File: config.mk
export PLATFORM = sky130hd
export DESIGN_NAME = counter_run_ctrl
export DESIGN_NICKNAME = d
export VERILOG_FILES = /design/src/rtl/counter_run_ctrl.sv
export SDC_FILE = /design/constraint.sdc
export NUM_CORES = 1
export LEC_CHECK = 0
export ABC_AREA = 1
export BUFFER_PORTS_ARGS = -buffer_cell sky130_fd_sc_hd__buf_2
export CORE_AREA = 10 10 47 49
export DETAILED_ROUTE_END_ITERATION = 8
export DIE_AREA = 0 0 57 59
export PLACE_DENSITY = 0.78
export SKIP_CTS_REPAIR_TIMING = 1
export SYNTH_ARGS = -nofsm -noshare
export SYNTH_HDL_FRONTEND = slang
export SYNTH_SLANG_ARGS = --single-unit
File: constraint.sdc
create_clock -name clk -period 1.9 [get_ports clk]
set_input_delay 0.095 -clock clk [delete_from_list [all_inputs] [get_ports clk]]
set_output_delay 0.095 -clock clk [all_outputs]
set_load 0.005 [all_outputs]
File: src/rtl/counter_run_ctrl.sv
// rtl/counter_run_ctrl.sv - run controller for a bounded up counter
// Start/pause/abort sequencing with latched limit, one-shot or auto-reload.
module counter_run_ctrl #(
    parameter int WIDTH = 3
) (
    input  logic             clk,
    input  logic             reset_n,
    input  logic             start,
    input  logic             stop,
    input  logic             abort,
    input  logic             tick,
    input  logic [WIDTH-1:0] limit_in,
    input  logic             reload_in,
    output logic [WIDTH-1:0] count,
    output logic             busy,
    output logic             done,
    output logic [1:0]       state
);

    typedef enum logic [1:0] {
        ST_IDLE  = 2'd0,
        ST_RUN   = 2'd1,
        ST_PAUSE = 2'd2,
        ST_DONE  = 2'd3
    } state_t;

    state_t           state_q, state_d;
    logic [WIDTH-1:0] count_q, count_d;
    logic [WIDTH-1:0] limit_q, limit_d;
    logic             reload_q, reload_d;
    logic             done_q, done_d;
    logic             busy_q, busy_d;
    logic             at_limit;

    // The increment is only taken below the limit, so it can never wrap past 2^WIDTH-1.
    assign at_limit = (count_q == limit_q);

    always_ff @(posedge clk or negedge reset_n) begin
        if (!reset_n) begin
            state_q  <= ST_IDLE;
            count_q  <= '0;
            limit_q  <= '0;
            reload_q <= 1'b0;
            done_q   <= 1'b0;
            busy_q   <= 1'b0;
        end else begin
            state_q  <= state_d;
            count_q  <= count_d;
            limit_q  <= limit_d;
            reload_q <= reload_d;
            done_q   <= done_d;
            busy_q   <= busy_d;
        end
    end

    always_comb begin
        state_d  = state_q;
        count_d  = count_q;
        limit_d  = limit_q;
        reload_d = reload_q;
        done_d   = 1'b0;

        if (abort) begin
            state_d = ST_IDLE;
            count_d = '0;
        end else begin
            case (state_q)
                ST_IDLE: begin
                    count_d = '0;
                    if (start) begin
                        limit_d  = limit_in;
                        reload_d = reload_in;
                        state_d  = ST_RUN;
                    end
                end
                ST_RUN: begin
                    // stop wins over the same-cycle tick; start is ignored here.
                    if (stop) begin
                        state_d = ST_PAUSE;
                    end else if (tick) begin
                        if (!at_limit) begin
                            count_d = count_q + WIDTH'(1);
                        end else begin
                            done_d = 1'b1;
                            if (reload_q) begin
                                count_d = '0;
                            end else begin
                                state_d = ST_DONE;
                            end
                        end
                    end
                end
                ST_PAUSE: begin
                    if (start) begin
                        state_d = ST_RUN;
                    end
                end
                ST_DONE: begin
                    if (start) begin
                        limit_d  = limit_in;
                        reload_d = reload_in;
                        count_d  = '0;
                        state_d  = ST_RUN;
                    end
                end
                default: begin
                    state_d = ST_IDLE;
                    count_d = '0;
                end
            endcase
        end

        busy_d = (state_d == ST_RUN) || (state_d == ST_PAUSE);
    end

    assign count = count_q;
    assign busy  = busy_q;
    assign done  = done_q;
    assign state = state_q;

endmodule

=== After elaboration in Yosys (flattened, before gate mapping) ===
Index checks and enable logic that the tools add are counted.

* $add $sub $neg: 1
* Eq/ne operators: 10
* Multiplexer cells: 19
* Bitwise operators: 1
* Reduce and logical (&&, ||, !) cells: 7

{| class="wikitable"
|+ Operators by type and width
! operator !! number
|-
| $mux 3 || 6
|-
| $mux 2 || 6
|-
| $ne 3x3->1 const B || 3
|-
| $pmux 3 s3 || 1
|-
| $eq 2x2->1 const B || 3
|-
| $mux 1 || 5
|-
| $reduce_and 5->1 || 1
|-
| $eq 2x1->1 const B || 2
|-
| $ne 4x4->1 const B || 1
|-
| $pmux 2 s2 || 1
|-
| $reduce_bool 4->1 || 1
|-
| $add 3x1->3 const B || 1
|-
| $eq 3x3->1 || 1
|-
| $reduce_and 3->1 || 1
|-
| $reduce_or 3->1 || 1
|-
| $logic_not 2->1 || 1
|-
| $reduce_or 2->1 || 1
|-
| $logic_or 1x1->1 || 1
|-
| $not 1->1 || 1
|}

* Flip-flop bits (word level): 11
* Bits of input ports: 10
* Logic and storage cells: 44

=== Longest topological paths before layout ===
Gate-level depths: netlist (run 1).

* Word-level depth: 8
* Gate-level depth with buffers: 10

=== Least setup slack after synthesis (run 1) ===
OpenSTA, ideal clock, no wires.

* Path kind: register to register
* Start point: register state_q[1] (netlist: state[1])
* End point: register count_q[0] (netlist: count[0])
* Library setup time: 117 ps
* Data arrival time: 1244 ps
* Required time: 1783 ps
* Path slack: 540 ps
* Stages on the path, launching flop included: 10
* Path through: dfrtp_1 inv_1 ha_1 inv_1 nor2_2 nand4_1 nand4_2 nand2_2 nand2_1 nand2_1

* Cells in the longest elaborated chain, start to end: 3

{| class="wikitable"
|+ Ends and longest elaborated chain
! what !! RTL line !! text
|-
| start: declaration || 27 || <nowiki>state_t state_q, state_d;</nowiki>
|-
| start signal: assignment || 47 || <nowiki>state_q <= state_d;</nowiki>
|-
| $eq 2x1->1 (tied with other cells) || 67 || <nowiki>case (state_q)</nowiki>
|-
| $ne 4x4->1 (no source line) (tied with other cells) || - ||
|-
| $reduce_and 5->1 (no source line) / $mux 3 (equally long branches) || - ||
|-
| end signal: assignment || 48 || <nowiki>count_q <= count_d;</nowiki>
|-
| end: declaration || 28 || <nowiki>logic [WIDTH-1:0] count_q, count_d;</nowiki>
|}

Several ways; a longest one is shown, not always the timed one.
A chain may end at the register's enable or synchronous reset.

=== Worst setup path in the final report (run 1) ===
Ends and elaborated chain as after synthesis.

==> flow_summary.yaml, run 1 <==
outcome:
  status: "finished, final reports clean"
clock_tree:
  clockBufferDepth: 2
  root_buffer: "clkbuf_4"
  cts_sinks: 11
  clk_latency_ns: 0.27
  h-tree-depth: 1
  cts_tree: "done"
  numCtsBuffers: 3
  clk_pin_slew_ns: 0.08
sta:
  worstMarginPinSlew_ns: 0.284
  skew_ns: 0.00680
  period_share_pct: 77.1
  rsz0062_at_grt: "false"
  slew_headroom_pct: 80.9
  drv_slew: 0
  finalHoldViolCount: 0
  setup_viol: 0
  fmaxAchievable_mhz: 683
  post-route-min-period_ns: 1.46
  fin_tns_setup_ns: 0
worst_setup_path:
  cp_max_fo: 5
  r2r_cells: 9
  timing.rr.start: "state[1]"
  critPathBufInv: 2
  r2r-end: "count[0]"
  worstPathRequired_ns: 2.07
  crit_chain: "inv_1 > ha_1 > inv_1 > nor2_2 > nand4_1 > nand4_2 > nand2_2 > nand2_1 > nand2_1"
  cp-endpoint: "count[0]"
  startpoint_type: "flop"
  cp-startpoint: "state[1]"
  cp.arrival_ns: 1.63
  cp_slowest_stage_delay_ns: 0.41
  path_class: "flop to flop"
  crit_slowest_cell: "dfrtp_1"
  crit_cells: 9
  cp_top_family: "simple AND/OR/NAND/NOR gates"
  cp-end-kind: "flop"
  reg2reg_slack_ns: 0.44
floorplanning:
  initial_utilization_pct: 46.7
  fp.dieW_um: 57
  die_area_sq_mm: 0.00336
  die_h_um: 59
  core_area_sq_mm: 0.00140
  rows: 14
  io_pins: 17
detailed_routing:
  vias_per_cell: 4.78
  vias: 564
  wl_per_cell_um: 11.5
  drt-pass1-iter-count: 4
  drtIter0Drc: 5
  wl_um: 1360
  drc: 0
  postRouteAntennaNets: 0
global_route:
  grt_start_max_net_pins: 12
  grt_pass1_wl_um: 2390
  grt_pass1_vias: 581
  antenna_found_initial: 0
  gr-total-overflow: 0
  grt_usage_pct: 8.71
power:
  p_int_mw: 0.421
  ir_drop_mv: 0.413
  p_sw_share_pct: 33.0
  power.switching_mw: 0.208
  combPwrFrac_pct: 27.3
  power.density_mw_per_mm2: 796
  p_clk_share_pct: 25.9
  power.leakage_nw: 0.449
  p_seq_share_pct: 46.8
synth:
  ys.warnings.count: 0
  synth_edf_count: 0
  syn_inst: 81
  synth_top_family_by_area: "simple AND/OR/NAND/NOR gates"
  async_flop_share_pct: 100
  yosysMostFrequentCell: "nand2_1"
  synth_mux_area_share_pct: 3.44
  synth_compound_area_share_pct: 4.02
  synth.cells.most_frequent: "nand2_1 (22), inv_1 (13), dfrtp_1 (11)"
  synth-adder-area-share_pct: 7.65
  synth_cell_types: 17
  synth_seq_cells: 11
  avgSynthCellArea_sq_um: 8.08
  synth_ff_type: "dfrtp_1"
  syn_area_sq_um: 654
  synth.area.top_cells: "dfrtp_1 (42%), nand2_1 (13%), ha_1 (7.6%)"
  yosys.area_share.simple_pct: 31.5
  synth_xor_area_share_pct: 3.82
  syn_nets: 95
  ys_seq_area_share_pct: 42.1
  synth_area_leader_cell: "dfrtp_1"
  synth_top_area_share_pct: 42.1
finish:
  antennaDiodeCount: 0
  seq_area_sq_um: 275
  nFillCells: 139
  final_cell_area_sq_um: 791
  area_delta_synth_final_pct: 20.8
  fin_nets: 117
  multi_input_area_sq_um: 330
  drive_gt1_share_pct: 26.5
placement:
  io_buffers: 16
  dpl.hpwl_um: 1130
  gp_congestion: 0.894
  place_area_sq_um: 754
worst_hold_path:
  hp-class: "input pin to flop"
job:
  drv_cap: 0
## cells in the final DEF, fill, tap and decap left out, types with 3 or more instances in the layout
cell type	Yosys	layout
buf_2	0	16
dfrtp_1	11	11
clkbuf_4	0	3
a21oi_1	3	3
nand3_1	7	7
inv_1	13	13
nor2_1	7	7
ha_1	4	4
nand2_1	22	22
## layer usage
layer  global-route usage [%]  wire length (um)  up-vias
met5                        0                 0        -
met4                     4.03                27        0
met3                     3.86               101        5
met2                     13.8               654       13
met1                     9.85               577      247
li1                         -                 -      299
## logic make-up (layout without fill, tap and decap cells)
group / after synthesis / count (layout)
xor+xnor: 2 / 2
mux: 2 / 2
fa+ha+maj: 4 / 4
compound gates: 5 / 5
flops: 11 / 11
buf+inv: 13 / 34
simple gates: 44 / 44
## final cells by class
class | count | area share (%)
sequential | 11 | 34.8
inverter | 13 | 6.17
timing repair buffer | 17 | 11.4
multi-input combinational | 57 | 41.8
tap | 16 | 2.53
clock buffer | 4 | 3.32
## worst min-delay path by stage
| stage | depth (start not counted) | endpoint | start | slack, ns |
|---|---|---|---|---|
| after floorplan | 0 | busy | reset_n | -0.20 |
| after global placement | 1 | limit_q[0] | reset_n | -0.03 |
| after detailed placement | 1 | limit_q[1] | reset_n | -0.02 |
| after CTS | 1 | limit_q[1] | reset_n | -0.31 |
| after global routing | 2 | limit_q[1] | limit_in[1] | 0.04 |
| final | 2 | limit_q[1] | limit_in[1] | 0.05 |
## metrics by stage
step	cells	power [mW]	worst slack, ns	util (%)	hold WS, ns
global route	118	0.680	0.248	56.4	0.0374
floorplan	81	0.419	0.540	-	-0.201
detailed placement	113	0.474	0.421	53.8	-0.0223
CTS	117	0.636	0.416	55.7	-0.315
global placement	113	0.466	0.449	53.8	-0.0251
finish	118	0.629	0.436	56.4	0.0477
## power by group through the flow
| stage | Clock, mW | Sequential, mW | Combinational [mW] |
|---|---|---|---|
| 2_1_floorplan | 0 | 0.296 | 0.123 |
| 3_3_place_gp | 0 | 0.298 | 0.168 |
| 3_5_place_dp | 0 | 0.301 | 0.173 |
| 4_1_cts | 0.166 | 0.296 | 0.174 |
| 5_1_grt | 0.180 | 0.300 | 0.200 |
| 6_report | 0.163 | 0.294 | 0.172 |
## state kept, by name, summed over array words and instances (netlist names)
| signal | flops |
|---|---|
| state | 2 |
| count | 3 |
| done | 1 |
| limit_q | 3 |
| busy | 1 |
| reload_q | 1 |
(Power assumes the default switching activity.)
==> run 2: changes to the inputs <==
--- a/config.mk
+++ b/config.mk
@@ -7,10 +7,11 @@
 export LEC_CHECK = 0
 export ABC_AREA = 1
 export BUFFER_PORTS_ARGS = -buffer_cell sky130_fd_sc_hd__buf_2
-export CORE_AREA = 10 10 47 49
+export CORE_ASPECT_RATIO = 0.9
+export CORE_MARGIN = 10
+export CORE_UTILIZATION = 45
 export DETAILED_ROUTE_END_ITERATION = 8
-export DIE_AREA = 0 0 57 59
-export PLACE_DENSITY = 0.78
+export PLACE_DENSITY = 0.75
 export SKIP_CTS_REPAIR_TIMING = 1
 export SYNTH_ARGS = -nofsm -noshare
 export SYNTH_HDL_FRONTEND = slang
==> constraint.sdc (replaced) <==
create_clock -name clk -period 1.25 [get_ports clk]
set_input_delay 0.0625 -clock clk [delete_from_list [all_inputs] [get_ports clk]]
set_output_delay 0.0625 -clock clk [all_outputs]
set_load 0.005 [all_outputs]
==> run 2 against run 1 <==
  * The flow now finishes with violations (negative setup slack)
  * Clock power up 45%
  * First-iteration DRC count rose to 2.6 times the previous value
  * Sequential power up 53%
  * Largest cell class unchanged
  * Highest routed layer unchanged
  * Cell count up 5.9%
==> flow_summary.yaml, run 2 (synthesis gave the netlist of run 1 again) <==
outcome:
  status: "complete, but fails checks"
  violations: "negative setup slack"
finish:
  final_cell_mix: "nand2_1 (21), buf_2 (16), inv_1 (10), dfrtp_1 (10), buf_4 (9)"
  seq_area_sq_um: 277
  nFillCells: 111
  multi_input_area_sq_um: 348
  final_common_cell: "nand2_1"
  antennaDiodeCount: 0
  drive_gt1_share_pct: 39.6
  fin_nets: 126
  area_delta_synth_final_pct: 33.8
detailed_routing:
  vias: 612
  vias_per_cell: 4.90
  wl_um: 1570
  drc: 0
  drtIter0Drc: 13
  postRouteAntennaNets: 0
  wl_per_cell_um: 12.5
  drt-pass1-iter-count: 4
floorplanning:
  core_area_sq_mm: 0.00131
  die_h_um: 56.2
  io_pins: 17
  initial_utilization_pct: 50.1
  fp.dieW_um: 60.2
  die_area_sq_mm: 0.00338
  rows: 12
sta:
  period_share_pct: 108
  setup_viol: 8
  fmaxAchievable_mhz: 742
  whs_ns: 0.0201
  rsz0062_at_grt: "true"
  drv_slew: 0
  skew_ns: 0.000586
  worstMarginPinSlew_ns: 0.240
  setup_slack_ns: -0.0980
  post-route-min-period_ns: 1.35
  slew_headroom_pct: 83.8
  finalHoldViolCount: 0
  fin_tns_setup_ns: -0.530
worst_setup_path:
  cp_max_fo: 5
  startpoint_type: "flop"
  cp.arrival_ns: 1.51
  path_class: "flop to flop"
  worstPathRequired_ns: 1.41
  cp-end-kind: "flop"
clock_tree:
  root_buffer: "clkbuf_4"
  h-tree-depth: 1
  cts_tree: "done"
  clk_latency_ns: 0.27
  cts_sinks: 11
  clockBufferDepth: 2
  clk_pin_slew_ns: 0.07
  numCtsBuffers: 3
placement:
  dpl.hpwl_um: 1300
  io_buffers: 16
  gp_congestion: 0.796
  dpl_worst_slack_ns: -0.0956
global_route:
  grt_start_max_net_pins: 12
  grt_pass1_vias: 552
  grt_usage_pct: 9.42
  antenna_found_initial: 0
  gr-total-overflow: 0
  grt_pass1_wl_um: 2480
power:
  power.density_mw_per_mm2: 1150
  p_total_mw: 1.00
  ir_drop_mv: 0.725
  power.leakage_nw: 0.496
job:
  drv_cap: 0
worst_hold_path:
  hp-class: "input pin to flop"
-- run 2: cell types whose count changed in the layout (fill, tap and decap cells not counted), sizes merged --
cell    change
clkinv      +1
buf         +9
clkbuf      -1
-- run 2: path summary, 6_finish.rpt --
check                             from         end  slack, ns  depth (start not counted)
max                           state[1]    count[0]       -0.1                          8
min                        limit_in[1]  limit_q[1]       0.02                          2
max reg2reg                   state[1]    count[0]       -0.1                          8
min reg2reg                 limit_q[2]  limit_q[2]       0.54                          2
max in group asynchronous      reset_n    state[0]       0.85                          2
min in group asynchronous      reset_n  limit_q[2]       0.18                          2
-- run 2: area by class of cell --
| type | count | share of cell area (%) |
|---|---|---|
| Clock buffer | 3 | 2.57 |
| Clock inverter | 1 | 0.571 |
| Inverter | 13 | 5.57 |
| Multi-Input combinational cell | 57 | 39.7 |
| Sequential cell | 11 | 31.6 |
| Tap cell | 14 | 2.00 |
| Timing Repair Buffer | 26 | 18.0 |
-- run 2: power breakdown --
| group | switching (mW) | internal [mW] |
|---|---|---|
| combinational | 0.171 | 0.145 |
| sequential | 0.0421 | 0.407 |
| clock | 0.119 | 0.118 |
-- run 2: critical path: stages, from the launching register on --
cell	delay [ns]
dfrtp_1	0.40
buf_4	0.14
ha_1	0.18
nor2_1	0.11
nand2_1	0.07
nand4_2	0.15
nand2_2	0.08
nand2_1	0.06
nand2_1	0.04
-- run 2: per-stage QoR --
stage	instance area, sq um	std cells	utilization [%]
after detailed placement	836	120	64.0
after CTS	863	124	66.1
final	876	125	67.0
after global routing	876	125	67.0
after floorplan	671	81	-
after global placement	836	120	64.0
-- run 2: per-layer routing --
metal	wire length, um	global-route usage, %	part of all wire, %	vias up
met4	14	2.87	0.89	0
met1	657	11.7	42	270
met5	0	0	0	-
li1	-	-	-	322
met3	127	4.78	8.1	2
met2	768	13.6	49	18
==> run 3: changes to the inputs <==
==> config.mk (replaced) <==
export PLATFORM = sky130hd
export DESIGN_NAME = counter_run_ctrl
export DESIGN_NICKNAME = d
export VERILOG_FILES = /design/src/rtl/counter_run_ctrl.sv
export SDC_FILE = /design/constraint.sdc
export NUM_CORES = 1
export LEC_CHECK = 0
export ABC_AREA = 1
export CAP_MARGIN = 25
export CORE_AREA = 10 10 47 49
export DETAILED_ROUTE_END_ITERATION = 8
export DIE_AREA = 0 0 57 59
export DONT_BUFFER_PORTS = 1
export PLACE_DENSITY = 0.72
export SKIP_CTS_REPAIR_TIMING = 1
export SYNTH_ARGS = -nofsm -noshare
export SYNTH_HDL_FRONTEND = slang
export SYNTH_SLANG_ARGS = --single-unit
==> run 3 against run 2 <==
  * The flow finishes with violations (negative hold slack, negative setup slack)
  * Cell count decreased by 4.0%
  * Highest routed layer unchanged
  * Flip-flop and latch count stayed put
  * Register-to-register slack worse by 0.03 ns
  * Largest cell class unchanged
  * First-iteration DRC count is 31% higher
  * Wire length rose by 1.7%
  * Critical path type unchanged
  * Largest power group unchanged
  * Sequential share of layout area decreased by 0.71 points
  * Design area increased by 2.3%
  * Via count shrank 1.1%
  * Setup slack got worse by 0.034 ns
==> flow_summary.yaml, run 3 (synthesis gave the netlist of run 1 again) <==
worst_setup_path:
  crit_chain: "inv_2 > ha_1 > nor2_2 > nand2_2 > buf_4 > nor2_1 > a21oi_1"
  worstPathRequired_ns: 1.42
  startpoint_type: "flop"
  critPathBufInv: 2
  cp-end-kind: "flop"
  cp_slowest_stage_delay_ns: 0.41
  r2r_cells: 7
  cp_top_family: "flip-flops"
  cp_max_fo: 4
  path_class: "flop to flop"
  crit_slowest_cell: "dfrtp_2"
  cp.arrival_ns: 1.55
  crit_cells: 7
global_route:
  grt_pass1_wl_um: 2530
  antenna_found_initial: 0
  grt_pass1_vias: 569
  gr-total-overflow: 0
  grt_usage_pct: 9.32
  grt_start_max_net_pins: 12
clock_tree:
  clockBufferDepth: 2
  clk_latency_ns: 0.27
  cts_tree: "done"
  cts_sinks: 11
  clk_pin_slew_ns: 0.07
  h-tree-depth: 1
  numCtsBuffers: 3
  root_buffer: "clkbuf_4"
detailed_routing:
  drt-pass1-iter-count: 5
  vias: 605
  drc: 0
  drtIter0Drc: 17
  wl_um: 1590
  postRouteAntennaNets: 0
  vias_per_cell: 5.04
  wl_per_cell_um: 13.3
sta:
  finalHoldViolCount: 4
  setup_slack_ns: -0.132
  fin_tns_setup_ns: -0.738
  drv_slew: 0
  rsz0062_at_grt: "true"
  setup_viol: 8
  slew_headroom_pct: 64.5
  worstMarginPinSlew_ns: 0.530
  fmaxAchievable_mhz: 724
  period_share_pct: 111
  whs_ns: -0.141
  skew_ns: 0.000687
  post-route-min-period_ns: 1.38
floorplanning:
  die_h_um: 59
  die_area_sq_mm: 0.00336
  core_area_sq_mm: 0.00140
  initial_utilization_pct: 46.7
  fp.dieW_um: 57
  io_pins: 17
  rows: 14
placement:
  io_buffers: 0
  dpl.hpwl_um: 1200
  dp_cells: 107
  place_area_sq_um: 766
  gp_congestion: 0.889
  dpl_worst_slack_ns: -0.0698
power:
  ir_drop_mv: 0.715
  power.density_mw_per_mm2: 1160
  power.leakage_nw: 0.466
  p_total_mw: 1.04
outcome:
  violations: "negative hold slack, negative setup slack"
  status: "complete, but fails checks"
finish:
  postLayoutCoreUtil_pct: 63.9
  area_delta_synth_final_pct: 36.9
  antennaDiodeCount: 0
  final_common_cell: "nand2_1"
  drive_gt1_share_pct: 32.7
  stdcell_count: 120
  final_cell_area_sq_um: 896
  fin_nets: 119
  final_cell_mix: "nand2_1 (20), buf_4 (14), inv_1 (10), dfrtp_1 (10), nand3_1 (7)"
worst_hold_path:
  hp-class: "input pin to flop"
  whs_path_depth: 1
job:
  drv_cap: 0
==> run 3: changes by cell type in the layout (fill, tap and decap cells not counted), sizes merged <==
cell | previous run | this run
clkinv | 1 | 0
buf | 25 | 14
dlygate4sd3 | 1 | 5
clkbuf | 3 | 4
==> run 3: worst paths after layout <==
path / from / to / slack [ns]
worst max-delay path: state[0] / limit_q[0] / -0.13
worst min-delay path: abort / done / -0.14
worst max register to register: state[0] / limit_q[0] / -0.13
worst min register to register: limit_q[2] / limit_q[2] / 0.55
max in group asynchronous: reset_n / state[0] / 0.67
min in group asynchronous: reset_n / limit_q[2] / 0.20
==> run 3: power breakdown <==
part           leakage [nW]  switching (mW)  total, mW  internal (mW)
registers             0.138          0.0466      0.454          0.407
clock network        0.0150           0.127      0.251          0.124
logic                 0.313           0.174      0.337          0.163
total                 0.466           0.347       1.04          0.694
==> run 3: layer usage <==
layer  up-vias  share of wire (%)  global-route usage, %
li1        307                  -                      -
met1       276                 38                   8.98
met2        19                 52                   15.8
met3         3                9.7                   6.87
met4         0               0.88                   2.01
met5         -                  0                      0
==> run 3: final cells by class <==
cell class / count / area [sq um]
Sequential cell: 11 / 277
Tap cell: 16 / 20.0
Timing Repair Buffer: 19 / 155
Inverter: 13 / 51.3
Clock buffer: 4 / 26.3
Multi-Input combinational cell: 57 / 367
Fill cell: 126 / 505
